### src/rtl/uart_pkg.sv
// Shared UART definitions: bit-time computation, FSM state encoding and line levels.
// Imported by both the transmitter and the companion receiver.
package uart_pkg;

  typedef enum logic [1:0] {
    IDLE  = 2'd0,
    START = 2'd1,
    DATA  = 2'd2,
    STOP  = 2'd3
  } uart_state_e;

  localparam logic LINE_IDLE  = 1'b1;
  localparam logic LINE_START = 1'b0;
  localparam logic LINE_STOP  = 1'b1;

  // Clocks per serial bit; integer divide keeps TX and RX on identical timing.
  function automatic int symbol_edge_time(input int clock_freq, input int baud_rate);
    return clock_freq / baud_rate;
  endfunction

endpackage

### src/rtl/uart_tx_fifo.sv
// Small synchronous FIFO buffering words ahead of the serializer.
// Head entry is presented combinationally on rd_data.
module uart_tx_fifo #(
  parameter int WIDTH      = 8,
  parameter int FIFO_DEPTH = 4
) (
  input  logic             clk,
  input  logic             reset_n,
  input  logic             wr_en,
  input  logic [WIDTH-1:0] wr_data,
  output logic             full,
  input  logic             rd_en,
  output logic [WIDTH-1:0] rd_data,
  output logic             empty
);

  localparam int AW = $clog2(FIFO_DEPTH);

  logic [AW:0]      r_wptr;
  logic [AW:0]      r_rptr;
  logic [WIDTH-1:0] r_mem [FIFO_DEPTH];
  logic             w_push;
  logic             w_pop;

  // The extra top pointer bit separates the full and empty cases when the index bits match.
  assign empty   = (r_wptr == r_rptr);
  assign full    = (r_wptr[AW] != r_rptr[AW]) && (r_wptr[AW-1:0] == r_rptr[AW-1:0]);
  assign w_push  = wr_en && !full;
  assign w_pop   = rd_en && !empty;
  assign rd_data = r_mem[r_rptr[AW-1:0]];

  // Read and write pointer update
  always_ff @(posedge clk) begin
    if (!reset_n) begin
      r_wptr <= {(AW+1){1'b0}};
      r_rptr <= {(AW+1){1'b0}};
    end else begin
      if (w_push) r_wptr <= r_wptr + {{AW{1'b0}}, 1'b1};
      if (w_pop)  r_rptr <= r_rptr + {{AW{1'b0}}, 1'b1};
    end
  end

  // Storage write
  always_ff @(posedge clk) begin
    if (w_push) r_mem[r_wptr[AW-1:0]] <= wr_data;
  end

endmodule

### src/rtl/uart_transmitter.sv
// 8N1-style UART transmitter: FIFO-buffered ready/valid input, registered serial line.
// Back-to-back frames leave with no idle gap between stop and the next start bit.
module uart_transmitter
  import uart_pkg::*;
#(
  parameter int CLOCK_FREQ = 100_000_000,
  parameter int BAUD_RATE  = 115_200,
  parameter int WIDTH      = 8,
  parameter int FIFO_DEPTH = 4
) (
  input  logic             clk,
  input  logic             reset_n,
  input  logic [WIDTH-1:0] data_in,
  input  logic             data_in_valid,
  output logic             data_in_ready,
  output logic             serial_out,
  output logic             tx_busy
);

  localparam int SET = symbol_edge_time(CLOCK_FREQ, BAUD_RATE);
  localparam int CW  = (SET > 1) ? $clog2(SET) : 1;
  localparam int BW  = (WIDTH > 1) ? $clog2(WIDTH) : 1;

  uart_state_e      r_state, w_state_nxt;
  logic [CW-1:0]    r_cnt, w_cnt_nxt;
  logic [BW-1:0]    r_bit, w_bit_nxt;
  logic [WIDTH-1:0] r_shift, w_shift_nxt;
  logic             r_serial, w_line_nxt;
  logic             w_pop, w_full, w_empty, w_symbol_edge;
  logic [WIDTH-1:0] w_head;

  uart_tx_fifo #(
    .WIDTH      (WIDTH),
    .FIFO_DEPTH (FIFO_DEPTH)
  ) u_fifo (
    .clk     (clk),
    .reset_n (reset_n),
    .wr_en   (data_in_valid),
    .wr_data (data_in),
    .full    (w_full),
    .rd_en   (w_pop),
    .rd_data (w_head),
    .empty   (w_empty)
  );

  assign w_symbol_edge = (r_cnt == CW'(SET - 1));
  assign data_in_ready = !w_full;
  assign tx_busy       = (r_state != IDLE) || !w_empty;
  assign serial_out    = r_serial;

  // State, timer, shift register and line flop
  always_ff @(posedge clk) begin
    if (!reset_n) begin
      r_state  <= IDLE;
      r_cnt    <= {CW{1'b0}};
      r_bit    <= {BW{1'b0}};
      r_shift  <= {WIDTH{1'b0}};
      r_serial <= LINE_IDLE;
    end else begin
      r_state  <= w_state_nxt;
      r_cnt    <= w_cnt_nxt;
      r_bit    <= w_bit_nxt;
      r_shift  <= w_shift_nxt;
      r_serial <= w_line_nxt;
    end
  end

  // Next-state logic; the line level follows the current state one clock later
  always_comb begin
    w_state_nxt = r_state;
    w_cnt_nxt   = w_symbol_edge ? {CW{1'b0}} : r_cnt + CW'(1);
    w_bit_nxt   = r_bit;
    w_shift_nxt = r_shift;
    w_line_nxt  = LINE_IDLE;
    w_pop       = 1'b0;
    case (r_state)
      IDLE: begin
        w_cnt_nxt  = {CW{1'b0}};
        w_line_nxt = LINE_IDLE;
        if (!w_empty) begin
          w_pop       = 1'b1;
          w_shift_nxt = w_head;
          w_state_nxt = START;
        end else begin
          w_state_nxt = IDLE;
        end
      end
      START: begin
        w_line_nxt = LINE_START;
        if (w_symbol_edge) begin
          w_bit_nxt   = {BW{1'b0}};
          w_state_nxt = DATA;
        end else begin
          w_state_nxt = START;
        end
      end
      DATA: begin
        w_line_nxt = r_shift[0];
        if (w_symbol_edge) begin
          w_shift_nxt = r_shift >> 1;
          if (r_bit == BW'(WIDTH - 1)) begin
            w_state_nxt = STOP;
          end else begin
            w_bit_nxt = r_bit + BW'(1);
          end
        end else begin
          w_state_nxt = DATA;
        end
      end
      STOP: begin
        w_line_nxt = LINE_STOP;
        if (w_symbol_edge && !w_empty) begin
          w_pop       = 1'b1;
          w_shift_nxt = w_head;
          w_state_nxt = START;
        end else if (w_symbol_edge) begin
          w_state_nxt = IDLE;
        end else begin
          w_state_nxt = STOP;
        end
      end
      default: begin
        w_state_nxt = IDLE;
      end
    endcase
  end

endmodule

### config.mk
export PLATFORM = sky130hd
export DESIGN_NAME = uart_transmitter
export DESIGN_NICKNAME = d
export VERILOG_FILES = /design/src/rtl/uart_pkg.sv /design/src/rtl/uart_tx_fifo.sv /design/src/rtl/uart_transmitter.sv
export SDC_FILE = /design/constraint.sdc
export NUM_CORES = 1
export LEC_CHECK = 0
export CAP_MARGIN = 20
export CORE_ASPECT_RATIO = 1.4
export CORE_MARGIN = 5
export CORE_UTILIZATION = 45
export DETAILED_ROUTE_END_ITERATION = 10
export SLEW_MARGIN = 20
export SYNTH_ARGS = -nofsm -noshare
export SYNTH_HDL_FRONTEND = slang
export SYNTH_SLANG_ARGS = --single-unit
### constraint.sdc
create_clock -name clk -period 2.6 [get_ports clk]
set_clock_uncertainty 0.1 [all_clocks]
set_input_delay 0.52 -clock clk [delete_from_list [all_inputs] [get_ports clk]]
set_output_delay 0.52 -clock clk [all_outputs]
set_load 0.01 [all_outputs]
Word-level counts from Yosys, hierarchy flattened
Memories as Yosys holds them, arrays and structs flattened. A register that Yosys moved wholly into a read port is not among the register bits. Cells that the tools add are included.

Reductions and logical operators: 15. $add $sub $neg: 4. Multiplexer cells: 23. Bitwise operators: 1. Equal/unequal tests: 14.

Operators by type and width (count): $mux W8 (3); $pmux W8 S3 (1); $mux W2 (7); $add A10 B1 Y10 const B (1); $eq A10 B10 Y1 const B (1); $ne A2 B2 Y1 const B (5); $add A3 B1 Y3 const B (3); $mux W3 (3); $pmux W2 S4 (1); $reduce_and A4 Y1 (2); $pmux W3 S2 (1); $mux W1 (5); $eq A2 B2 Y1 const B (2); $logic_and A1 B1 Y1 (4); $reduce_bool A2 Y1 (2); $eq A3 B3 Y1 (1); $eq A3 B3 Y1 const B (1); $ne A3 B3 Y1 const B (1); $pmux W1 S3 (1); $reduce_bool A3 Y1 (1); $reduce_or A3 Y1 (1); $eq A2 B1 Y1 const B (1); $eq A2 B2 Y1 (1); $logic_not A1 Y1 (2); 6 further kinds (6).

Word-level logic and storage cells: 65. Bits in writable memories: 32. Bits in registers: 30. Output and inout bits: 3. Bits of input ports: 11. Memories kept: 1.

Memories: u_fifo.r_mem (words 4, bits a word 8, rd ports 1, clocked after memory_dff 1, wr ports 1, line uart_tx_fifo.sv:21) `logic [WIDTH-1:0] r_mem [FIFO_DEPTH];`.

Depth between registers and ports, before layout
Gate-level depths: netlist of run 1.

Depth in word-level cells: 8. Depth in mapped cells: 7. Depth with buffers taken out: 6.

Cells and area by module
From an unflattened synthesis of run 1, not the netlist that was laid out.

Cells, all modules: 252. Area total of the unflattened synthesis: 3065.4 um2.

Modules (own cells, without submodules): uart_tx_fifo (area an instance 1724.2 um2, cells an instance 110, times used 1, seq. area each 1121.1 um2); uart_transmitter (area an instance 1341.3 um2, cells an instance 142, times used 1, seq. area each 480.5 um2).

Worst setup path before layout of run 1
OpenSTA, ideal clock, no wires.

Path type: register -> register. Start point: register r_cnt[0]. End point: register r_shift[7]. Stages on the path, launching flop included: 8. Period minus slack after synthesis: 1.980 ns. Setup slack: 0.620 ns. Arrival: 1.763 ns. Data required time: 2.383 ns. Path buffers: 2. Setup time: 0.117 ns. Path through: dfxtp_1 -> ha_1 -> nor4bb_1 -> buf_4 -> a32oi_1 -> or3_1 -> buf_6 -> a32o_1.

Longest elaborated chain between the ends: 4. Elaborated cells between the ends (all ways): 5. Those cells by class: 3 x eq/ne; 2 x reduce/logical.

Ends and longest elaborated chain: start, declared (line uart_transmitter.sv:25) `logic [CW-1:0] r_cnt, w_cnt_nxt;`; start signal, assigned (line uart_transmitter.sv:55) `r_cnt <= {CW{1'b0}};`; start signal, assigned (line uart_transmitter.sv:61) `r_cnt <= w_cnt_nxt;`; $eq A10 B10 Y1 (*) (line uart_transmitter.sv:46) `assign w_symbol_edge = (r_cnt == CW'(SET - 1));`; $logic_and A1 B1 Y1 (line uart_transmitter.sv:112) `if (w_symbol_edge && !w_empty) begin`; $ne A2 B2 Y1 (no source line); $reduce_and A4 Y1 (no source line) (*); end signal, assigned (line uart_transmitter.sv:57) `r_shift <= {WIDTH{1'b0}};`; end signal, assigned (line uart_transmitter.sv:63) `r_shift <= w_shift_nxt;`; end, declared (line uart_transmitter.sv:27) `logic [WIDTH-1:0] r_shift, w_shift_nxt;`.

Every way passes the cells marked *; elsewhere a longest branch is shown, timed or not. A chain may end at the register's enable or synchronous reset.

Worst setup path after layout of run 1
Start point: register u_fifo.r_wptr[0]. End point: output port tx_busy.

Longest elaborated chain between the ends: 3.

Ends and longest elaborated chain: start, declared (line uart_tx_fifo.sv:19) `logic [AW:0] r_wptr;`; start signal, assigned (line uart_tx_fifo.sv:35) `r_wptr <= {(AW+1){1'b0}};`; start signal, assigned (line uart_tx_fifo.sv:38) `if (w_push) r_wptr <= r_wptr + {{AW{1'b0}}, 1'b1};`; $eq A3 B3 Y1 (line uart_tx_fifo.sv:26) `assign empty = (r_wptr == r_rptr);`; $logic_not A1 Y1 (line uart_transmitter.sv:48) `assign tx_busy = (r_state != IDLE) || !w_empty;`; $logic_or A1 B1 Y1 (line uart_transmitter.sv:48); end, declared (line uart_transmitter.sv:17) `output logic tx_busy`.

Every way passes these cells.

==> impl_metrics.env, run 1 <==
export IMPL_outcome="completed"
export IMPL_syn_nets=258
export IMPL_seqCellArea_um2=1602
export IMPL_max_stage_delay_ns=0.53
export IMPL_core_um2=6211
export IMPL_io_pins=14
export IMPL_drive_above_1_share=0.1274
export IMPL_hpwl_um=3259
export IMPL_insertion_delay_ns=0.34
export IMPL_endpoint_kind="output port"
export IMPL_die_x_um=77.66
export IMPL_syn_area_um2=2884
export IMPL_worstPathMaxFanout=6
export IMPL_synth_async_sr_flop_share=0
export IMPL_setup_tns_ns=0
export IMPL_holdBufCountCts=0
export IMPL_synthXorXnorAreaFrac=0.04555
export IMPL_synth_adder_area_share=0.05640
export IMPL_synthFlopType="edfxtp_1"
export IMPL_synth_compound_area_frac=0.07289
export IMPL_swShare=0.2802
export IMPL_overflow=0
export IMPL_die_y_um=104.7
export IMPL_synthCells=234
export IMPL_place_congestion=0.7566
export IMPL_synth_top_family_by_area="simple AND/OR/NAND/NOR gates"
export IMPL_drv_slew=0
export IMPL_arrival_ns=1.83
export IMPL_most_common_layout_cells="dfxtp_1 (32), edfxtp_1 (32), nor2_1 (17)"
export IMPL_clockBufferDepth=2
export IMPL_finalPower_w=0.002893
export IMPL_synthTopCellsByArea="edfxtp_1 (33%), dfxtp_1 (22%), mux4_2 (6.2%)"
export IMPL_post_route_period_util=0.9427
export IMPL_nFillCells=546
export IMPL_cts_tree="done"
export IMPL_antenna_found_initial=0
export IMPL_layout_nets=278
export IMPL_syn_area_per_cell_um2=12.32
export IMPL_hold_class="register to register"
export IMPL_synthSimpleGateAreaFrac=0.1310
export IMPL_crit_end="tx_busy"
export IMPL_path_buf_inv=1
export IMPL_power_density_nw_per_um2=867.0
export IMPL_fmax_mhz=408.0
export IMPL_clock_sinks=64
export IMPL_worstPathRequired_ns=1.98
export IMPL_synth_mux_area_frac=0.1041
export IMPL_period_minus_slack_ns=2.451
export IMPL_post_synth_top_area_fraction=0.3332
export IMPL_regToRegEndpoint="u_fifo.r_rptr[2]$_SDFFE_PN0P_"
export IMPL_rr_startpoint="r_cnt[0]$_SDFF_PP0_"
export IMPL_clockRootBuffer="clkbuf_8"
export IMPL_seqPwrFrac=0.438
export IMPL_vias_per_cell=5.320
export IMPL_yosys_register_bits=64
export IMPL_peakVddDrop_uv=498.9
export IMPL_intPower_w=0.002083
export IMPL_via_count=1761
export IMPL_post_drt_wl_per_cell_um=14.33
export IMPL_fp_dieArea_um2=8133
export IMPL_grt_pass1_vias=1708
export IMPL_area_growth_pct=15.70
export IMPL_drc=0
export IMPL_leakage_nw=1.207
export IMPL_p_switching_w=0.0008107
export IMPL_synth_distinct_cells=44
export IMPL_synth_edf_count=32
export IMPL_rsz0062_at_grt="no"
export IMPL_critPathKind="register to output port"
export IMPL_io_buffers=13
export IMPL_cp_start_kind="register"
export IMPL_clockPowerShare=0.333
export IMPL_power_share_combinational=0.229
export IMPL_grt_first_pass_wirelength_um=7928
export IMPL_hold_viol_final=0
export IMPL_ys_warn_count=0
export IMPL_cts_inserted_buffers=9
export IMPL_multi_input_area_um2=1194
export IMPL_grt_max_degree=27
export IMPL_rr_worst_depth=6
export IMPL_worstMarginPinSlew_ns=0.5379
export IMPL_cts_htree_levels=3
export IMPL_postRouteAntennaNets=0
export IMPL_rows=34
export IMPL_wirelength_um=4744
export IMPL_ys_seq_area_frac=0.5553
export IMPL_worst_hold_startpoint="r_shift[1]$_SDFFE_PN0P_"
export IMPL_ff2ff_setup_slack_ns=0.51
export IMPL_worstSetupPathDepth=4
export IMPL_start_util=0.4643
export IMPL_setup_viol=0
export IMPL_timing_max_slew_rel_slack=0.6409
export IMPL_antenna_diode_count=0
export IMPL_crit_chain="xor2_1, nor3_4, nand2_1, clkdlybuf4s50_1"
export IMPL_track_usage=0.1245
export IMPL_firstDrtPassIters=4
export IMPL_drt_iter0_drc=49
export IMPL_drv_cap=0
export IMPL_crit_path_top_delay_cell="clkdlybuf4s50_1"
export IMPL_yosysTopAreaCell="edfxtp_1"
export IMPL_startpoint="u_fifo.r_wptr[0]$_SDFFE_PN0P_"
export IMPL_clk_pin_slew_worst_paths_ns=0.08
export IMPL_critical_path_top_delay_family="buffers and inverters"
how the worst min path moves through the flow:
stage | end | slack [ns] | cells past startpoint
after floorplan | r_cnt[0]$_SDFF_PP0_ | 0.33 | 1
after global placement | r_shift[6]$_SDFFE_PN0P_ | 0.34 | 2
after detailed placement | r_shift[1]$_SDFFE_PN0P_ | 0.35 | 2
after CTS | r_shift[1]$_SDFFE_PN0P_ | 0.36 | 2
after global routing | r_shift[5]$_SDFFE_PN0P_ | 0.38 | 2
final | r_shift[1]$_SDFFE_PN0P_ | 0.36 | 2
synth_stat cells (2+ instances only):
master	instances
dfxtp_1	32
edfxtp_1	32
nor2_1	17
nand2_1	16
ha_1	13
inv_1	13
mux2i_1	12
xnor2_1	10
nand2b_1	9
mux4_2	8
o211ai_1	8
clkbuf_1	6
nand3_1	6
nor3_1	5
xor2_1	5
and2_1	4
a21oi_1	3
a22oi_1	2
a311o_1	2
a31oi_1	2
buf_2	2
nand4_1	2
nor2b_1	2
nor4b_1	2
o21ai_0	2
state kept, by name, indices dropped and copies added, names as in the netlist, named ones only:
| register | cells |
|---|---|
| u_fifo.r_wptr | 3 |
| r_state | 2 |
| r_cnt | 10 |
| u_fifo.r_mem | 32 |
| r_bit | 3 |
| r_shift | 8 |
| u_fifo.r_rptr | 3 |
| serial_out | 1 |
through the flow:
stage | instances | setup slack [ns] | hold slack [ns] | cell area, um^2 | util
CTS | 331 | 0.08247 | 0.3632 | 3331 | 0.5363
floorplan | 234 | 0.6196 | 0.3302 | 2884 | -
finish | 331 | 0.1491 | 0.3617 | 3337 | 0.5373
global placement | 315 | 0.3335 | 0.3432 | 3098 | 0.4988
detailed placement | 315 | 0.2943 | 0.3487 | 3098 | 0.4988
global route | 331 | 0.02033 | 0.3817 | 3337 | 0.5373
tightest hold or removal path, cell delays in order (launching register included):
cell	delay, ns
dfxtp_1	0.32
nand2_1	0.05
mux2i_1	0.05
metal layers:
layer / vias up / GRT usage / wire, um
met3: 10 / 0.02926 / 147
li1: 890 / - / -
met5: - / 0 / 0
met1: 842 / 0.1425 / 2011
met2: 19 / 0.2025 / 2454
met4: 0 / 0.08477 / 130
cell families after synthesis:
kind of cell,Yosys count
simple gates,71
flops,64
buf+inv,23
fa+ha+maj,13
xor+xnor,15
compound gates,28
mux,20
power by group through the flow:
stage / sequential, W / combinational [W] / clock (W)
5_1_grt: 0.00129 / 0.000737 / 0.00102
3_3_place_gp: 0.00129 / 0.000660 / 0
6_report: 0.00127 / 0.000664 / 0.000963
4_1_cts: 0.00127 / 0.000665 / 0.000988
2_1_floorplan: 0.00124 / 0.000551 / 0
3_5_place_dp: 0.00129 / 0.000656 / 0
area by class of cell:
cell class / count / share of cell area
inverters: 13 / 0.01462
flip-flops and latches: 64 / 0.4799
clock inverters: 7 / 0.03112
repair buffers: 19 / 0.05249
multi-input cells: 147 / 0.3577
clock buffers: 9 / 0.03712
well taps: 72 / 0.02700
repair_timing:
item	4_1_cts	5_1_grt
pin swaps	0	0
endpoints found under the setup margin	1	1
setup buffers	0	0
gates resized for setup	1	1
(Power assumes the default switching activity.)
==> run 2: changes to the inputs <==
- CAP_MARGIN: 20 -> not set
- DONT_BUFFER_PORTS: not set -> 1
==> run 2 against run 1 <==
Via count decreased by 5.3%. Sequential power about the same. Register-to-register slack worse by 0.07 ns. Design area shrank 5.4%. Worst hold slack got worse by 0.19 ns. Critical endpoint unchanged. First-iteration DRC count rose by 16%. Global-route usage is 0.27 points lower. Core utilization is 2.9 points lower. Die area unchanged. Combinational power shrank 15%. Critical path depth fell by 1. Setup slack gained 0.16 ns. Highest routed layer unchanged.
==> impl_metrics.env, run 2 (same netlist as run 1, synthesis figures left out) <==
export IMPL_crit_chain="xor2_1, nor3_1, nand2_1"
export IMPL_hpwl_um=3251
export IMPL_post_drt_wl_per_cell_um=14.46
export IMPL_routed_top_layer="met4"
export IMPL_antenna_found_initial=0
export IMPL_outcome="completed"
export IMPL_rr_worst_depth=5
export IMPL_area_growth_pct=9.458
export IMPL_overflow=0
export IMPL_max_stage_delay_ns=0.51
export IMPL_dp_cells=298
export IMPL_worstPathRequired_ns=1.98
export IMPL_ff2ff_setup_slack_ns=0.44
export IMPL_layout_nets=261
export IMPL_io_buffers=0
export IMPL_drive_above_1_share=0.1157
export IMPL_arrival_ns=1.67
export IMPL_wirelength_um=4539
export IMPL_place_congestion=0.7553
export IMPL_path_buf_inv=0
export IMPL_start_util=0.4643
export IMPL_peakVddDrop_uv=552.2
export IMPL_power_density_nw_per_um2=876.6
export IMPL_timing_max_slew_rel_slack=0.6113
export IMPL_whs_path_depth=0
export IMPL_worst_hold_startpoint="data_in[1]"
export IMPL_worstSetupPathDepth=3
export IMPL_postCtsSetupRepairBufs=0
export IMPL_clock_sinks=64
export IMPL_antenna_diode_count=0
export IMPL_largest_register_ffs=32
export IMPL_met2_length_um=2361
export IMPL_firstDrtPassIters=4
export IMPL_regToRegEndpoint="r_shift[7]$_SDFFE_PN0P_"
export IMPL_insertion_delay_ns=0.34
export IMPL_postRouteAntennaNets=0
export IMPL_grt_first_pass_wirelength_um=7734
export IMPL_fmax_mhz=436.0
export IMPL_dp_slack_ns=0.4183
export IMPL_drv_cap=0
export IMPL_cts_inserted_buffers=9
export IMPL_crit_path_top_delay_cell="nor3_1"
export IMPL_io_pins=14
export IMPL_cp_start_kind="register"
export IMPL_via_count=1668
export IMPL_cts_htree_levels=3
export IMPL_setup_tns_ns=0
export IMPL_worstPathMaxFanout=6
export IMPL_rows=34
export IMPL_die_y_um=104.7
export IMPL_clockBufferDepth=2
export IMPL_drv_slew=0
export IMPL_rr_startpoint="r_cnt[0]$_SDFF_PP0_"
export IMPL_core_um2=6211
export IMPL_most_common_layout_cells="dfxtp_1 (32), edfxtp_1 (32), nor2_1 (17)"
export IMPL_fp_dieArea_um2=8133
export IMPL_grt_pass1_vias=1635
export IMPL_cts_tree="done"
export IMPL_track_usage=0.1218
export IMPL_grt_max_degree=28
export IMPL_period_minus_slack_ns=2.293
export IMPL_hold_class="input port to register"
export IMPL_post_route_period_util=0.8821
export IMPL_hold_viol_final=0
export IMPL_drt_iter0_drc=57
export IMPL_whs_ns=0.1739
export IMPL_wl_met1_um=1961
export IMPL_rsz0062_at_grt="no"
export IMPL_endpoint_kind="output port"
export IMPL_leakage_nw=1.127
export IMPL_vias_per_cell=5.312
export IMPL_cts_resized=0
export IMPL_setup_viol=0
export IMPL_worstMarginPinSlew_ns=0.5786
export IMPL_min_to="u_fifo.r_mem[3][1]$_DFFE_PP_"
export IMPL_die_x_um=77.66
export IMPL_fin_ws_ns=0.3066
export IMPL_clockRootBuffer="clkbuf_8"
export IMPL_fin_cells=314
export IMPL_critical_path_top_delay_family="simple AND/OR/NAND/NOR gates"
export IMPL_finalPower_w=0.002767
export IMPL_wl_met3_um=149
export IMPL_holdBufCountCts=0
export IMPL_critPathKind="register to output port"
export IMPL_drc=0
export IMPL_clk_pin_slew_worst_paths_ns=0.07
## run 2: changes by cell type in the layout (fill, tap and decap cells not counted), sizes merged
cell,previous run,this run
buf,6,2
clkinv,4,3
clkdlybuf4s50,13,0
clkinvlp,0,1
## run 2: where the power goes
group / switching, W / total [W] / internal, W
combinational: 0.000275 / 0.000564 / 0.000289
clock: 0.000393 / 0.000934 / 0.000541
sequential: 0.0000971 / 0.00127 / 0.00117
total: 0.000765 / 0.00277 / 0.00200
## run 2: worst max-delay path by stage
| stage | from | end | slack [ns] |
|---|---|---|---|
| finish | u_fifo.r_wptr[0]$_SDFFE_PN0P_ | tx_busy | 0.31 |
| global route | u_fifo.r_wptr[0]$_SDFFE_PN0P_ | tx_busy | 0.18 |
| CTS | u_fifo.r_wptr[0]$_SDFFE_PN0P_ | tx_busy | 0.28 |
| detailed placement | r_cnt[0]$_SDFF_PP0_ | r_shift[7]$_SDFFE_PN0P_ | 0.42 |
| global placement | r_cnt[0]$_SDFF_PP0_ | r_shift[7]$_SDFFE_PN0P_ | 0.46 |
| floorplan | r_cnt[0]$_SDFF_PP0_ | r_shift[7]$_SDFFE_PN0P_ | 0.62 |
## run 2: final cells by class
type	count	area, um^2
inverters	13	48.80
clock inverters	7	95.09
multi-input cells	147	1182
well taps	72	90.09
repair buffers	2	15.01
fillers	562	3054
clock buffers	9	123.9
flip-flops and latches	64	1602
## run 2: per-stage QoR
| stage | instance area [um^2] | util |
|---|---|---|
| after global routing | 3157 | 0.5083 |
| after detailed placement | 2938 | 0.4730 |
| after CTS | 3157 | 0.5083 |
| final | 3157 | 0.5083 |
| after global placement | 2938 | 0.4730 |
| after floorplan | 2884 | - |
## run 2: metal layers
metal / GRT usage / vias up
li1: - / 856
met1: 0.1441 / 790
met2: 0.1930 / 18
met3: 0.04045 / 4
met4: 0.06634 / 0
met5: 0 / -
